## config.mk

```make
export PLATFORM = sky130hd
export DESIGN_NAME = cpu_commit_tracer
export DESIGN_NICKNAME = d
export VERILOG_FILES = /design/src/rtl/trace_pkg.sv /design/src/rtl/trace_fifo.sv /design/src/rtl/cpu_commit_tracer.sv
export SDC_FILE = /design/constraint.sdc
export NUM_CORES = 1
export LEC_CHECK = 0
export CORE_AREA = 2 2 367 369
export DETAILED_ROUTE_END_ITERATION = 10
export DIE_AREA = 0 0 369 371
export GPL_TIMING_DRIVEN = 0
export SKIP_LAST_GASP = 1
export SLEW_MARGIN = 30
export SYNTH_ARGS = -nofsm -noshare
export SYNTH_HDL_FRONTEND = slang
export SYNTH_SLANG_ARGS = --single-unit
```

## constraint.sdc

```tcl
create_clock -name clk -period 8.3 [get_ports clk]
set_input_delay 1.66 -clock clk [delete_from_list [all_inputs] [get_ports clk]]
set_output_delay 1.66 -clock clk [all_outputs]
set_load 0.1 [all_outputs]
```

## src/rtl/trace_pkg.sv

```systemverilog
// Shared flag indices, FSM states, record layout and width helper for the
// cpu commit tracer.
package trace_pkg;

    localparam int FLG_R  = 0;
    localparam int FLG_L  = 1;
    localparam int FLG_S  = 2;
    localparam int FLG_H  = 3;
    localparam int FLAG_W = 4;

    localparam int REC_DATA_W = 16;
    localparam int REC_REG_AW = 4;
    localparam int REC_CNT_W  = 32;

    typedef enum logic [1:0] {
        S_IDLE,
        S_RUN,
        S_HALTED,
        S_TIMEOUT
    } traceState_e;

    // Field order matches the flat record the tracer packs into its FIFO.
    typedef struct packed {
        logic [FLAG_W-1:0]     flags;
        logic [REC_REG_AW-1:0] regIdx;
        logic [REC_DATA_W-1:0] rdata;
        logic [REC_DATA_W-1:0] maddr;
        logic [REC_DATA_W-1:0] mdata;
        logic [REC_CNT_W-1:0]  cycle;
    } traceRecord_t;

    function automatic int recordWidth(input int dataW, input int regAw, input int cntW);
        return FLAG_W + regAw + 3 * dataW + cntW;
    endfunction

endpackage

```

## src/rtl/trace_fifo.sv

```systemverilog
// First-word-fall-through record FIFO with extra-MSB pointers; a push into a
// full FIFO succeeds only when a pop happens in the same cycle.
module trace_fifo #(
    parameter int WIDTH = 8,
    parameter int DEPTH = 16
) (
    input  logic             clk,
    input  logic             rst_n,
    input  logic             push,
    input  logic [WIDTH-1:0] pushData,
    input  logic             pop,
    output logic [WIDTH-1:0] popData,
    output logic             full,
    output logic             empty
);

    localparam int AW = $clog2(DEPTH);

    logic [WIDTH-1:0] mem [DEPTH];
    logic [AW:0]      wrPtr;
    logic [AW:0]      rdPtr;
    logic             doPush;
    logic             doPop;

    assign empty   = (wrPtr == rdPtr);
    assign full    = (wrPtr[AW] != rdPtr[AW]) && (wrPtr[AW-1:0] == rdPtr[AW-1:0]);
    assign doPop   = pop && !empty;
    assign doPush  = push && (!full || doPop);
    assign popData = mem[rdPtr[AW-1:0]];

    always_ff @(posedge clk) begin
        if (doPush) begin
            mem[wrPtr[AW-1:0]] <= pushData;
        end
    end

    // Pointers wrap modulo 2*DEPTH so full and empty stay distinguishable.
    always_ff @(posedge clk) begin
        if (!rst_n) begin
            wrPtr <= '0;
            rdPtr <= '0;
        end else begin
            if (doPush) begin
                wrPtr <= wrPtr + 1'b1;
            end
            if (doPop) begin
                rdPtr <= rdPtr + 1'b1;
            end
        end
    end

endmodule

```

## src/rtl/cpu_commit_tracer.sv

```systemverilog
// Commit monitor: stamps one record per retire cycle, queues it in a FIFO and
// drains it over valid/ready, with run counters, halt detection and a watchdog.
module cpu_commit_tracer
    import trace_pkg::*;
#(
    parameter int DATA_W  = 16,
    parameter int REG_AW  = 4,
    parameter int DEPTH   = 16,
    parameter int CNT_W   = 32,
    parameter int TIMEOUT = 100000
) (
    input  logic              clk,
    input  logic              rst_n,
    input  logic              en,
    input  logic              reg_we,
    input  logic [REG_AW-1:0] reg_dst,
    input  logic [DATA_W-1:0] reg_data,
    input  logic              mem_re,
    input  logic              mem_we,
    input  logic [DATA_W-1:0] mem_addr,
    input  logic [DATA_W-1:0] mem_wdata,
    input  logic [DATA_W-1:0] mem_rdata,
    input  logic              halt,
    input  logic              out_ready,
    output logic              out_valid,
    output logic [3:0]        out_flags,
    output logic [REG_AW-1:0] out_reg,
    output logic [DATA_W-1:0] out_rdata,
    output logic [DATA_W-1:0] out_maddr,
    output logic [DATA_W-1:0] out_mdata,
    output logic [CNT_W-1:0]  out_cycle,
    output logic [CNT_W-1:0]  cycle_cnt,
    output logic [CNT_W-1:0]  inst_cnt,
    output logic [CNT_W-1:0]  drop_cnt,
    output logic              overflow,
    output logic              timeout,
    output logic              done
);

    localparam int               REC_W   = recordWidth(DATA_W, REG_AW, CNT_W);
    localparam logic [CNT_W-1:0] CNT_MAX = {CNT_W{1'b1}};
    localparam logic [CNT_W-1:0] WD_LAST = CNT_W'(TIMEOUT - 1);

    traceState_e       state;
    logic [CNT_W-1:0]  cycleCnt;
    logic [CNT_W-1:0]  instCnt;
    logic [CNT_W-1:0]  dropCnt;
    logic              overflowFlag;
    logic              timeoutFlag;

    logic              running;
    logic              captureReq;
    logic              retireReq;
    logic              dropEvent;
    logic              fifoFull;
    logic              fifoEmpty;
    logic              fifoPop;
    logic [FLAG_W-1:0] capFlags;
    logic [DATA_W-1:0] capMdata;
    logic [REC_W-1:0]  pushRecord;
    logic [REC_W-1:0]  headRecord;

    logic [FLAG_W-1:0] headFlags;
    logic [REG_AW-1:0] headReg;
    logic [DATA_W-1:0] headRdata;
    logic [DATA_W-1:0] headMaddr;
    logic [DATA_W-1:0] headMdata;
    logic [CNT_W-1:0]  headCycle;

    assign running    = (state == S_RUN);
    assign captureReq = running && (reg_we || mem_re || mem_we || halt);
    assign retireReq  = running && (reg_we || mem_we || halt);
    assign fifoPop    = !fifoEmpty && out_ready;
    assign dropEvent  = captureReq && fifoFull && !fifoPop;

    // A store's data wins over load data if both strobes are ever seen together.
    always_comb begin
        capFlags        = '0;
        capFlags[FLG_R] = reg_we;
        capFlags[FLG_L] = mem_re;
        capFlags[FLG_S] = mem_we;
        capFlags[FLG_H] = halt;
        capMdata        = '0;
        if (mem_we) begin
            capMdata = mem_wdata;
        end else if (mem_re) begin
            capMdata = mem_rdata;
        end
    end

    assign pushRecord = {capFlags, reg_dst, reg_data, mem_addr, capMdata, cycleCnt};

    trace_fifo #(
        .WIDTH(REC_W),
        .DEPTH(DEPTH)
    ) u_fifo (
        .clk     (clk),
        .rst_n   (rst_n),
        .push    (captureReq),
        .pushData(pushRecord),
        .pop     (fifoPop),
        .popData (headRecord),
        .full    (fifoFull),
        .empty   (fifoEmpty)
    );

    // Halt takes priority over the watchdog when both land on the same edge.
    always_ff @(posedge clk) begin
        if (!rst_n) begin
            state        <= S_IDLE;
            cycleCnt     <= '0;
            instCnt      <= '0;
            dropCnt      <= '0;
            overflowFlag <= 1'b0;
            timeoutFlag  <= 1'b0;
        end else begin
            if (dropEvent) begin
                overflowFlag <= 1'b1;
                if (dropCnt != CNT_MAX) begin
                    dropCnt <= dropCnt + 1'b1;
                end
            end
            case (state)
                S_IDLE: begin
                    if (en) begin
                        state <= S_RUN;
                    end
                end
                S_RUN: begin
                    if (cycleCnt != CNT_MAX) begin
                        cycleCnt <= cycleCnt + 1'b1;
                    end
                    if (retireReq && (instCnt != CNT_MAX)) begin
                        instCnt <= instCnt + 1'b1;
                    end
                    if (halt) begin
                        state <= S_HALTED;
                    end else if (cycleCnt == WD_LAST) begin
                        state       <= S_TIMEOUT;
                        timeoutFlag <= 1'b1;
                    end
                end
                default: begin
                end
            endcase
        end
    end

    assign {headFlags, headReg, headRdata, headMaddr, headMdata, headCycle} = headRecord;

    // Record fields read as zero whenever nothing is being offered.
    assign out_valid = !fifoEmpty;
    assign out_flags = out_valid ? headFlags : '0;
    assign out_reg   = out_valid ? headReg   : '0;
    assign out_rdata = out_valid ? headRdata : '0;
    assign out_maddr = out_valid ? headMaddr : '0;
    assign out_mdata = out_valid ? headMdata : '0;
    assign out_cycle = out_valid ? headCycle : '0;

    assign cycle_cnt = cycleCnt;
    assign inst_cnt  = instCnt;
    assign drop_cnt  = dropCnt;
    assign overflow  = overflowFlag;
    assign timeout   = timeoutFlag;
    assign done      = ((state == S_HALTED) || (state == S_TIMEOUT)) && fifoEmpty;

endmodule

```

=== After elaboration in Yosys (flattened, before gate mapping) ===
Memory sizes are Yosys's and may differ from the RTL's. A register that Yosys moved wholly into a read port is not among the register bits.
Index checks and enable logic that the tools add are counted.

* Register bits after elaboration: 110
* Memory bits (writable): 1408
* Input bits: 76
* Output and inout port bits: 188
* Word-level logic and storage cells: 70
* Memories kept: 1

{| class="wikitable"
|+ Memory list
! name !! depth !! bits a word !! read ports !! clocked after memory_dff !! write ports !! line !! text
|-
| u_fifo.mem || 16 || 88 || 1 || 1 || 1 || trace_fifo.sv:19 || <nowiki>logic [WIDTH-1:0] mem [DEPTH];</nowiki>
|}

* Add/subtract/negate cells: 5
* Equal/unequal tests: 12
* Muxes and demuxes: 16
* Bitwise operators: 1
* Reduce and logical (&&, ||, !) cells: 27

{| class="wikitable"
|+ Operators by type and width
! cell !! count
|-
| 32-bit by 1-bit adder with 32-bit output (second input constant) || 3
|-
| 32-bit inequality test (second input constant) || 3
|-
| 16-bit 2-to-1 mux || 5
|-
| 32-bit by 17-bit equality test with 1-bit output (second input constant) || 1
|-
| 32-bit 2-to-1 mux || 1
|-
| 4-bit 2-to-1 mux || 4
|-
| 5-bit by 1-bit adder with 5-bit output (second input constant) || 2
|-
| 1-bit logical AND || 10
|-
| 1-bit logical OR || 7
|-
| 2-bit 2-to-1 mux || 3
|-
| 2-bit AND reduction || 3
|-
| 3-bit AND reduction || 2
|-
| 5-bit equality test || 1
|-
| 2-bit equality test (second input constant) || 2
|-
| 4-bit equality test || 1
|-
| 2-bit case mux with 2 select lines || 1
|-
| 1-bit logical NOT || 3
|-
| 3-bit by 2-bit inequality test with 1-bit output (second input constant) || 1
|-
| 2-bit by 1-bit equality test with 1-bit output (second input constant) || 1
|-
| 2-bit logical NOT || 1
|-
| 1-bit 2-to-1 mux || 2
|-
| 2-bit inequality test (second input constant) || 1
|-
| 2-bit nonzero test || 1
|-
| 1-bit inequality test || 1
|-
| 1-bit NOT || 1
|}

=== Logic depth before layout (Yosys ltp) ===
Gate-level depths: netlist of the first run.

* Depth in word-level cells: 8
* Mapped depth: 9
* Gate-level depth less buffers: 6

=== Cells and area by module ===
A second synthesis of the first run with hierarchy kept.

* Cells, all modules: 2790
* Area total of the unflattened synthesis: 59455.8 um2

{| class="wikitable"
|+ Modules (own cells, without submodules)
! module !! times used !! cells each !! area an instance (um2) !! seq. area each (um2)
|-
| trace_fifo || 1 || 2036 || 53540.1 || 42560.8
|-
| cpu_commit_tracer || 1 || 754 || 5915.7 || 2001.9
|}

=== Worst setup path after synthesis of the first run ===
Ideal clock, no wire load.

* Path type: in2reg
* From: input port mem_we
* To: memory u_fifo.mem[0][0] (netlist name) (enable)
* Library setup time: 0.642 ns
* Arrival: 8.241 ns
* Path slack: -0.584 ns
* Cell stages on the path: 6
* Cells stage by stage: buf_6 -> nor4_1 -> nor2_1 -> o31a_2 -> nand2_1 -> nor3_1

* Cells in the longest elaborated chain, start to end: 6

{| class="wikitable"
|+ Ends and longest elaborated chain
! item !! line !! text
|-
| start: declaration || cpu_commit_tracer.sv:19 || <nowiki>input logic mem_we,</nowiki>
|-
| 1-bit logical OR (2 in series) || cpu_commit_tracer.sv:71 || <nowiki>assign captureReq = running && (reg_we || mem_re || mem_we || halt);</nowiki>
|-
| 1-bit logical AND || cpu_commit_tracer.sv:71 ||
|-
| 1-bit logical AND || trace_fifo.sv:28 || <nowiki>assign doPush = push && (!full || doPop);</nowiki>
|-
| 1-bit 2-to-1 mux || trace_fifo.sv:32 || <nowiki>if (doPush) begin</nowiki>
|-
| 1-bit 2-to-1 mux (not written as such) || trace_fifo.sv:33 || <nowiki>mem[wrPtr[AW-1:0]] <= pushData;</nowiki>
|-
| end: declaration || trace_fifo.sv:19 ||
|}

No other way between the ends.

=== Worst setup path after layout of the first run ===
* From: register u_fifo.wrPtr[3]
* To: output port out_cycle[14]

* Cells in the longest elaborated chain, start to end: 2

{| class="wikitable"
|+ Ends and longest elaborated chain
! item !! line !! text
|-
| start: declaration || trace_fifo.sv:20 || <nowiki>logic [AW:0] wrPtr;</nowiki>
|-
| start signal: assignment || trace_fifo.sv:44 || <nowiki>wrPtr <= wrPtr + 1'b1;</nowiki>
|-
| 5-bit equality test || trace_fifo.sv:25 || <nowiki>assign empty = (wrPtr == rdPtr);</nowiki>
|-
| 32-bit 2-to-1 mux || cpu_commit_tracer.sv:158 || <nowiki>assign out_cycle = out_valid ? headCycle : '0;</nowiki>
|-
| end: declaration || cpu_commit_tracer.sv:31 || <nowiki>output logic [CNT_W-1:0] out_cycle,</nowiki>
|}

No other way between the ends.

==> results of run 1 <==
## registers in the layout, indices dropped and copies added, names as in the netlist, named ones only
name and cells:
drop_cnt 32, inst_cnt 32, overflow 1, u_fifo.wrPtr 5, u_fifo.rdPtr 5, timeout 1, state 2, u_fifo.mem 1408
cycle_cnt 32
## metrics by stage
stage                     utilization, %  total power, W  setup WS (ps)  area [um^2]  hold WS (ps)
final                               54.4          0.0182            813        72300           493
after CTS                           54.4          0.0183            829        72300           480
after global placement              48.4          0.0112          -5230        64300           463
after floorplan                        -          0.0104           1780        59400           478
after detailed placement            50.5          0.0112           1700        67000           462
after global routing                54.4          0.0187            650        72300           508
## cell type report
cell class | count | share of cell area [%]
repair buffers | 392 | 7.20
flip-flops and latches | 1522 | 61.6
well taps | 1768 | 3.06
multi-input cells | 1113 | 19.7
plain buffers | 151 | 1.07
clock inverters | 94 | 1.37
diodes | 1 | 0.00346
inverters | 15 | 0.0779
clock buffers | 201 | 5.90
## final timing paths
path,start,to,cells after the start
worst min-delay path,timeout,timeout,2
worst max register to register,u_fifo.wrPtr[3],u_fifo.mem[1][62],10
worst min register to register,timeout,timeout,2
worst max-delay path,u_fifo.wrPtr[3],out_cycle[14],8
## kinds of logic after synthesis
| logic type | after synthesis | share of synthesized area (%) |
|---|---|---|
| AO/OA/AOI/OAI | 182 | 1.90 |
| XOR/XNOR | 20 | 0.295 |
| adder cells (fa/ha/maj) | 8 | 0.168 |
| buffers and inverters | 166 | 1.38 |
| flip-flops | 1522 | 75.0 |
| multiplexers | 458 | 17.0 |
| AND/OR/NAND/NOR | 445 | 4.29 |
## worst max-delay path, stage by stage (launching register included)
cell	delay, ps
dfxtp_1	310
clkbuf_1	580
xnor2_1	210
nand4_1	380
nor2_4	590
clkbuf_1	770
clkbuf_1	760
nor2b_1	350
clkdlybuf4s50_1	1070
## per-layer routing
layer,global-route usage (%),share of wire [%]
met5,0,0.029
met4,6.28,2.4
met1,31.5,41
met2,37.3,49
met3,5.12,7.9
## cell usage in the layout (no fill, tap or decap), drive strengths merged, types with 45 or more instances in the layout
cell           instances
edfxtp              1408
mux4                 440
clkbuf               281
buf                  234
clkdlybuf4s50        229
dfxtp                114
nor2b                 89
nand2                 72
a21oi                 68
clkinv                64
nor2                  48
nand4                 45
## power by group through the flow
stage	clock network (W)	logic [W]	registers, W
CTS	0.00726	0.00266	0.00842
detailed placement	0	0.00265	0.00858
finish	0.00714	0.00262	0.00842
global placement	0	0.00261	0.00859
global route	0.00757	0.00274	0.00842
floorplan	0	0.00186	0.00859
==> flow_summary.ini, run 1 <==
[run_status]
status = finished clean

[global_route]
grt.total_usage_pct = 23.0
grt_max_degree = 25
antenna_found_initial = 8
grt_pass1_wl_um = 225000
grt_pass1_vias = 32503
grt.overflow.total = 0

[clocking]
clkTransAtPathRegs_ps = 60
clock_latency_ps = 770
cts_tree = built
cts_htree_levels = 4
numCtsBuffers = 160
clock_sinks = 1522
cts_hold_buf = 0
clk_path_buf_depth = 3
cts_resized = 0
cts-root-buf = clkbuf_16
cts_setup_buffers = 0

[timing]
fin_crit_sh_pct = 90.2
slew_headroom_pct = 26.1
final.setup.tns_ps = 0
setup_viol = 0
fmax_ghz = 0.134
worstMarginPinSlew_ps = 1110
slew_violations = 0
rsz0062_at_grt = no
post-route-min-period_ps = 7490
hold_violations = 0
finClkSkew_ps = 15.9

[power_and_ir_drop]
pwr-share-clk_pct = 39.3
intPower_w = 0.0135
p_per_area_nw_per_um2 = 251
ir_drop_mv = 0.160
p_switching_w = 0.00467
combPwrFrac_pct = 14.4
swShare_pct = 25.7
p_leak_nw = 22.1
pwr-share-seq_pct = 46.3

[floorplanning]
coreArea_um2 = 133000
dieArea_um2 = 137000
die_w_um = 369
num_io_pins = 264
die_h_um = 371
rows = 134
start_util_pct = 44.8

[synth]
avgSynthCellArea_um2 = 21.2
syn_area_um2 = 59400
syn_inst = 2801
synthTopCellsByArea = edfxtp_1, mux4_2, dfxtp_1
synth_most_common_cell = edfxtp_1
syn-num-nets = 2885
synth_top_flop_cell = edfxtp_1
synth.distinct_cells = 60
async_flop_share_pct = 0
yosys.area.top_type = edfxtp_1
ys_seq_area_share_pct = 75.0
netlist.area_leader.share_pct = 71.1
yosys-top-cells-count = edfxtp_1, mux4_2, dfxtp_1, nor2b_1, clkbuf_1
yosysWarnings = 0
synth-edff-count = 1408
synth_seq_cells = 1522

[place]
place_congestion = 0.822
placed_cells = 4961
port_buffers = 263
hpwlAfterDp_um = 102000

[route]
drc = 0
ant_nets = 0
dr.pass1.iters = 5
vias_per_cell = 5.97
vias = 31360
postRouteWirelength_um = 155000
wl_per_cell_um = 29.6
drtIter0Drc = 3760

[flow_run]
cap_violations = 0

[worst_setup_path]
start_kind = flip-flop
required_ps = 6640
endpoint_kind = primary output
cp.arrival_ps = 5830
rrSetupSlack_ps = 4590
cp_max_fo = 10
worst-setup-path-type = flip-flop to primary output

[layout]
regArea_um2 = 44600
fillers = 9980
multiInputGateArea_um2 = 14200
drive_above_1_share_pct = 27.0
stdcell_count = 5257
finalNetCount = 3439
syn2layout_area_growth_pct = 21.6

[hold_path]
hold_path.class = flip-flop to flip-flop
No activity file was read; power rests on OpenSTA's default activity.
==> run 2, diff against run 1 <==
--- a/config.mk
+++ b/config.mk
@@ -9,8 +9,8 @@
 export DETAILED_ROUTE_END_ITERATION = 10
 export DIE_AREA = 0 0 369 371
 export GPL_TIMING_DRIVEN = 0
+export PLACE_DENSITY_LB_ADDON = 0.1
 export SKIP_LAST_GASP = 1
-export SLEW_MARGIN = 30
 export SYNTH_ARGS = -nofsm -noshare
 export SYNTH_HDL_FRONTEND = slang
 export SYNTH_SLANG_ARGS = --single-unit
==> constraint.sdc (replaced) <==
create_clock -name clk -period 6.1 [get_ports clk]
set_input_delay 1.22 -clock clk [delete_from_list [all_inputs] [get_ports clk]]
set_output_delay 1.22 -clock clk [all_outputs]
set_load 0.1 [all_outputs]
==> run 2 against run 1 <==
- sequential power is 37% higher
- final area is 0.95% lower
- die area stayed put
- sequential share of layout area is 0.59 points higher
- critical path depth is 1 lower
- highest routed layer unchanged
- first-iteration DRC count is 24% lower
- clock power is 29% higher
- cell count is 0.89% lower
- routed wire length is 0.80% higher
- largest cell class unchanged
- largest power group unchanged
- worst setup slack worse by 700 ps
- core utilization is 0.52 points lower
- count of clock-buffer cells in the layout is 17 higher
==> flow_summary.ini, run 2 (synthesized netlist as in run 1, its figures left out) <==
[clocking]
cts_setup_buffers = 0
clk_path_buf_depth = 3
cts_tree = built
cts_hold_buf = 0
cts_htree_levels = 4
numCtsBuffers = 160
clock_sinks = 1522
cts-root-buf = clkbuf_16
clkTransAtPathRegs_ps = 60
clock_latency_ps = 790

[timing]
setup_viol = 0
slew_headroom_pct = 16.2
worstMarginPinSlew_ps = 1250
fin_crit_sh_pct = 98.1
hold_violations = 0
slew_violations = 0
holdWs_ps = 483
post-route-min-period_ps = 5980
rsz0062_at_grt = no
finClkSkew_ps = 23.4
fmax_ghz = 0.167

[worst_setup_path]
endpoint_kind = primary output
cp_max_fo = 10
cp.arrival_ps = 4760
cp_slowest_stage_delay_ps = 940
worstPathCellList = buf_2 > clkbuf_2 > buf_1 > mux4_2 > mux4_2 > nor2b_1 > dlygate4sd2_1
required_ps = 4880
start_kind = flip-flop
worst-setup-path-type = flip-flop to primary output
cp_common_cell = mux4_2
crit_slowest_cell = dlygate4sd2_1

[route]
ant_nets = 0
wl_per_cell_um = 30.1
vias = 30609
postRouteWirelength_um = 157000
drc = 0
vias_per_cell = 5.88
dr.pass1.iters = 5
drtIter0Drc = 2839

[flow_run]
cap_violations = 0

[layout]
largest_register_ffs = 1408
final_cell_mix = edfxtp_1, mux4_2, clkdlybuf4s50_1
final_util_pct = 53.9
fillers = 10272
syn2layout_area_growth_pct = 20.5
final_area_um2 = 71600
diodes = 0
drive_above_1_share_pct = 25.5
finalNetCount = 3400
final_common_cell = edfxtp_1

[floorplanning]
die_w_um = 369
rows = 134
die_h_um = 371
dieArea_um2 = 137000
coreArea_um2 = 133000
num_io_pins = 264
start_util_pct = 44.8

[power_and_ir_drop]
ir_drop_mv = 0.279
p_leak_nw = 22.2
p_per_area_nw_per_um2 = 338

[global_route]
grt.total_usage_pct = 23.0
grt_max_degree = 25
grt_pass1_vias = 32041
grt.overflow.total = 0
grt_pass1_wl_um = 224000
antenna_found_initial = 10

[run_status]
status = finished clean

[place]
hpwlAfterDp_um = 99600
place_congestion = 0.859
placed_cell_area_um2 = 66600
port_buffers = 263

[hold_path]
hold_path.class = flip-flop to flip-flop
==> run 2: changes by cell type in the layout (fill, tap and decap cells not counted), moves of 15 or more <==
cell | previous run | this run
buf_6 | 32 | 8
dlymetal6s2s_1 | 0 | 22
buf_16 | 69 | 48
bufinv_16 | 18 | 3
dlygate4sd2_1 | 0 | 31
buf_8 | 30 | 8
buf_2 | 74 | 47
clkdlybuf4s50_1 | 229 | 209
buf_12 | 6 | 35
==> run 2: final timing paths <==
kind                    from  depth (start not counted)  slack, ps            endpoint
min reg2reg         overflow                          1        480            overflow
min                 overflow                          1        480            overflow
max reg2reg  u_fifo.wrPtr[3]                         10       2300  u_fifo.mem[12][62]
max                flip-flop                          7        120       out_cycle[17]
==> run 2: area by class of cell <==
cell class              instances  area [um^2]  area share [%]
clock buffers                 218         4540            6.33
inverters                      15         56.3          0.0786
clock inverters                70          420           0.587
multi-input cells            1113        14200            19.8
plain buffers                 149          830            1.16
repair buffers                355         4790            6.69
flip-flops and latches       1522        44600            62.2
well taps                    1768         2210            3.09
==> run 2: per-stage QoR <==
step | std cells | worst slack (ps) | setup TNS (ps) | power [W]
global route | 5210 | 0.0213 | 0 | 0.0250
floorplan | 2801 | 18.6 | 0 | 0.0142
finish | 5210 | 116 | 0 | 0.0242
global placement | 4832 | -7160 | -9615950 | 0.0152
detailed placement | 4924 | -177 | -599 | 0.0153
CTS | 5210 | -76.6 | -114 | 0.0245
==> run 2: power breakdown <==
group          switching, W  internal (W)
clock               0.00391       0.00531
sequential        0.0000265        0.0114
combinational       0.00232       0.00122
==> run 2: metal layers <==
metal	up-vias	GRT usage [%]	wire [um]	part of all wire, %
met5	-	0	21	0.013
met1	16407	31.1	64600	41
li1	12879	-	-	-
met4	4	6.83	3970	2.5
met2	1092	38.3	78100	50
met3	227	4.43	9890	6.3
==> run 2: repair_timing <==
item / CTS / global route
pin swaps: 0 / 0
cloned: 0 / 0
gates resized for setup: 65 / 28
endpoints found under the setup margin: 88 / 27
==> run 2: critical path, delay by kind of cell, from the launching register on <==
kind / cells / cell delay, ps
simple gates: 1 / 440
flops: 1 / 300
mux: 2 / 570
buf+inv: 4 / 2620
==> run 3, diff against run 2 <==
--- a/config.mk
+++ b/config.mk
@@ -5,6 +5,7 @@
 export SDC_FILE = /design/constraint.sdc
 export NUM_CORES = 1
 export LEC_CHECK = 0
+export CAP_MARGIN = 20
 export CORE_AREA = 2 2 367 369
 export DETAILED_ROUTE_END_ITERATION = 10
 export DIE_AREA = 0 0 369 371
==> constraint.sdc (replaced) <==
create_clock -name clk -period 6.1 [get_ports clk]
set_input_delay 1.22 -clock clk [delete_from_list [all_inputs] [get_ports clk]]
set_output_delay 1.22 -clock clk [all_outputs]
set_load 0.02 [all_outputs]
==> run 3 against run 2 <==
- total power shrank 3.4%
- sequential share of layout area is essentially flat
- combinational power shrank 25%
- largest power group unchanged
==> flow_summary.ini, run 3 (synthesized netlist as in run 1, its figures left out) <==
[timing]
slew_violations = 0
fin_crit_sh_pct = 98.3
final.setup.tns_ps = 0
worstMarginPinSlew_ps = 1090
post-route-min-period_ps = 6000
slew_headroom_pct = 27.3
setup_viol = 0
fmax_ghz = 0.167
hold_violations = 0
rsz0062_at_grt = no
finClkSkew_ps = 20.6

[floorplanning]
rows = 134
num_io_pins = 264
coreArea_um2 = 133000
start_util_pct = 44.8
die_w_um = 369
die_h_um = 371
dieArea_um2 = 137000

[worst_setup_path]
endpoint_kind = primary output
cp_max_fo = 10
r2r_start = u_fifo.wrPtr[3]
cp_slowest_stage_delay_ps = 740
crit_slowest_cell = clkdlybuf4s50_1
cp.arrival_ps = 4780
worstPathCellList = buf_2 > clkbuf_1 > buf_8 > buf_1 > mux4_2 > mux4_2 > nor2b_1 > clkdlybuf4s50_1
required_ps = 4880
start_kind = flip-flop
cp_common_cell = mux4_2
worst-setup-path-type = flip-flop to primary output

[layout]
final_common_cell = edfxtp_1
final_cell_mix = edfxtp_1, mux4_2, clkdlybuf4s50_1
syn2layout_area_growth_pct = 20.6
final_util_pct = 54.0
largest_register_ffs = 1408
fillers = 10213
finalNetCount = 3410
drive_above_1_share_pct = 24.8

[clocking]
clk_path_buf_depth = 3
clkTransAtPathRegs_ps = 60
cts-root-buf = clkbuf_16
clock_latency_ps = 780
numCtsBuffers = 160
cts_hold_buf = 0
cts_tree = built
clock_sinks = 1522
cts_htree_levels = 4

[global_route]
grt.overflow.total = 0
grt_pass1_wl_um = 224000
antenna_found_initial = 4
grt_pass1_vias = 32122
grt.total_usage_pct = 23.0
grt_max_degree = 25

[hold_path]
hold_path.class = flip-flop to flip-flop
hp-start = overflow

[place]
port_buffers = 263
place_congestion = 0.859
hpwlAfterDp_um = 99900

[route]
ant_nets = 0
drc = 0
wl_per_cell_um = 29.9
dr.pass1.iters = 5
postRouteWirelength_um = 156000
vias = 30687
drtIter0Drc = 2812
vias_per_cell = 5.88

[power_and_ir_drop]
p_leak_nw = 21.6
ir_drop_mv = 0.279
p_per_area_nw_per_um2 = 326

[flow_run]
cap_violations = 0

[run_status]
status = finished clean
==> run 3: cell types whose count changed in the layout (fill, tap and decap cells not counted), moves of 8 or more <==
cell             delta
clkbuf_8            -8
clkbuf_2           -18
dlymetal6s2s_1     -22
buf_1              +11
clkbuf_1           +26
dlygate4sd2_1      -31
clkdlybuf4s50_1    +54
==> run 3: worst max-delay path, delay by kind of cell (launching register included) <==
| kind | cells | cell delay, ps |
|---|---|---|
| flops | 1 | 320 |
| mux | 2 | 570 |
| buf+inv | 5 | 2530 |
| simple gates | 1 | 550 |
==> run 3: power by group <==
group	switching, W	internal [W]
Combinational	0.00140	0.00126
Clock	0.00396	0.00530
Sequential	0.0000267	0.0114
Total	0.00540	0.0180
==> run 3: final timing paths <==
path / to / slack, ps / cells past startpoint
setup / recovery: out_cycle[14] / 100 / 8
hold / removal: overflow / 480 / 1
setup reg to reg: u_fifo.mem[12][59] / 2310 / 10
hold reg to reg: overflow / 480 / 1
==> run 3: per-stage QoR <==
step | area [um^2] | std cells | worst slack (ps) | hold WS (ps) | power [W]
after floorplan | 59400 | 2801 | 18.6 | 478 | 0.0133
after global placement | 64300 | 4832 | -7160 | 468 | 0.0143
after detailed placement | 66700 | 4931 | 294 | 465 | 0.0144
after CTS | 71600 | 5215 | 73.2 | 484 | 0.0236
after global routing | 71600 | 5218 | 36.9 | 506 | 0.0241
final | 71600 | 5220 | 101 | 482 | 0.0234
==> run 3: what timing repair did <==
item / 4_1_cts / 5_1_grt
setup buffers: 0 / 0
endpoints found under the setup margin: 47 / 0
resized for setup: 4 / 0
==> run 3: layer usage <==
layer | part of all wire [%] | routed length [um] | up-vias | track usage [%]
li1 | - | - | 12887 | -
met1 | 42 | 64900 | 16449 | 31.2
met2 | 50 | 78400 | 1123 | 38.5
met3 | 6.1 | 9540 | 226 | 4.16
met4 | 2.2 | 3450 | 2 | 6.15
met5 | 0.0083 | 13 | - | 0
==> run 3: layout make-up <==
cell class	instances	area, um^2	area share (%)
antenna	2	5.00	0.00699
timing repair buffer	365	4900	6.85
inverter	15	56.3	0.0786
buffer	149	761	1.06
sequential	1522	44600	62.2
tap	1768	2210	3.09
clock buffer	215	4360	6.08
multi-input combinational	1113	14200	19.8
clock inverter	71	593	0.828
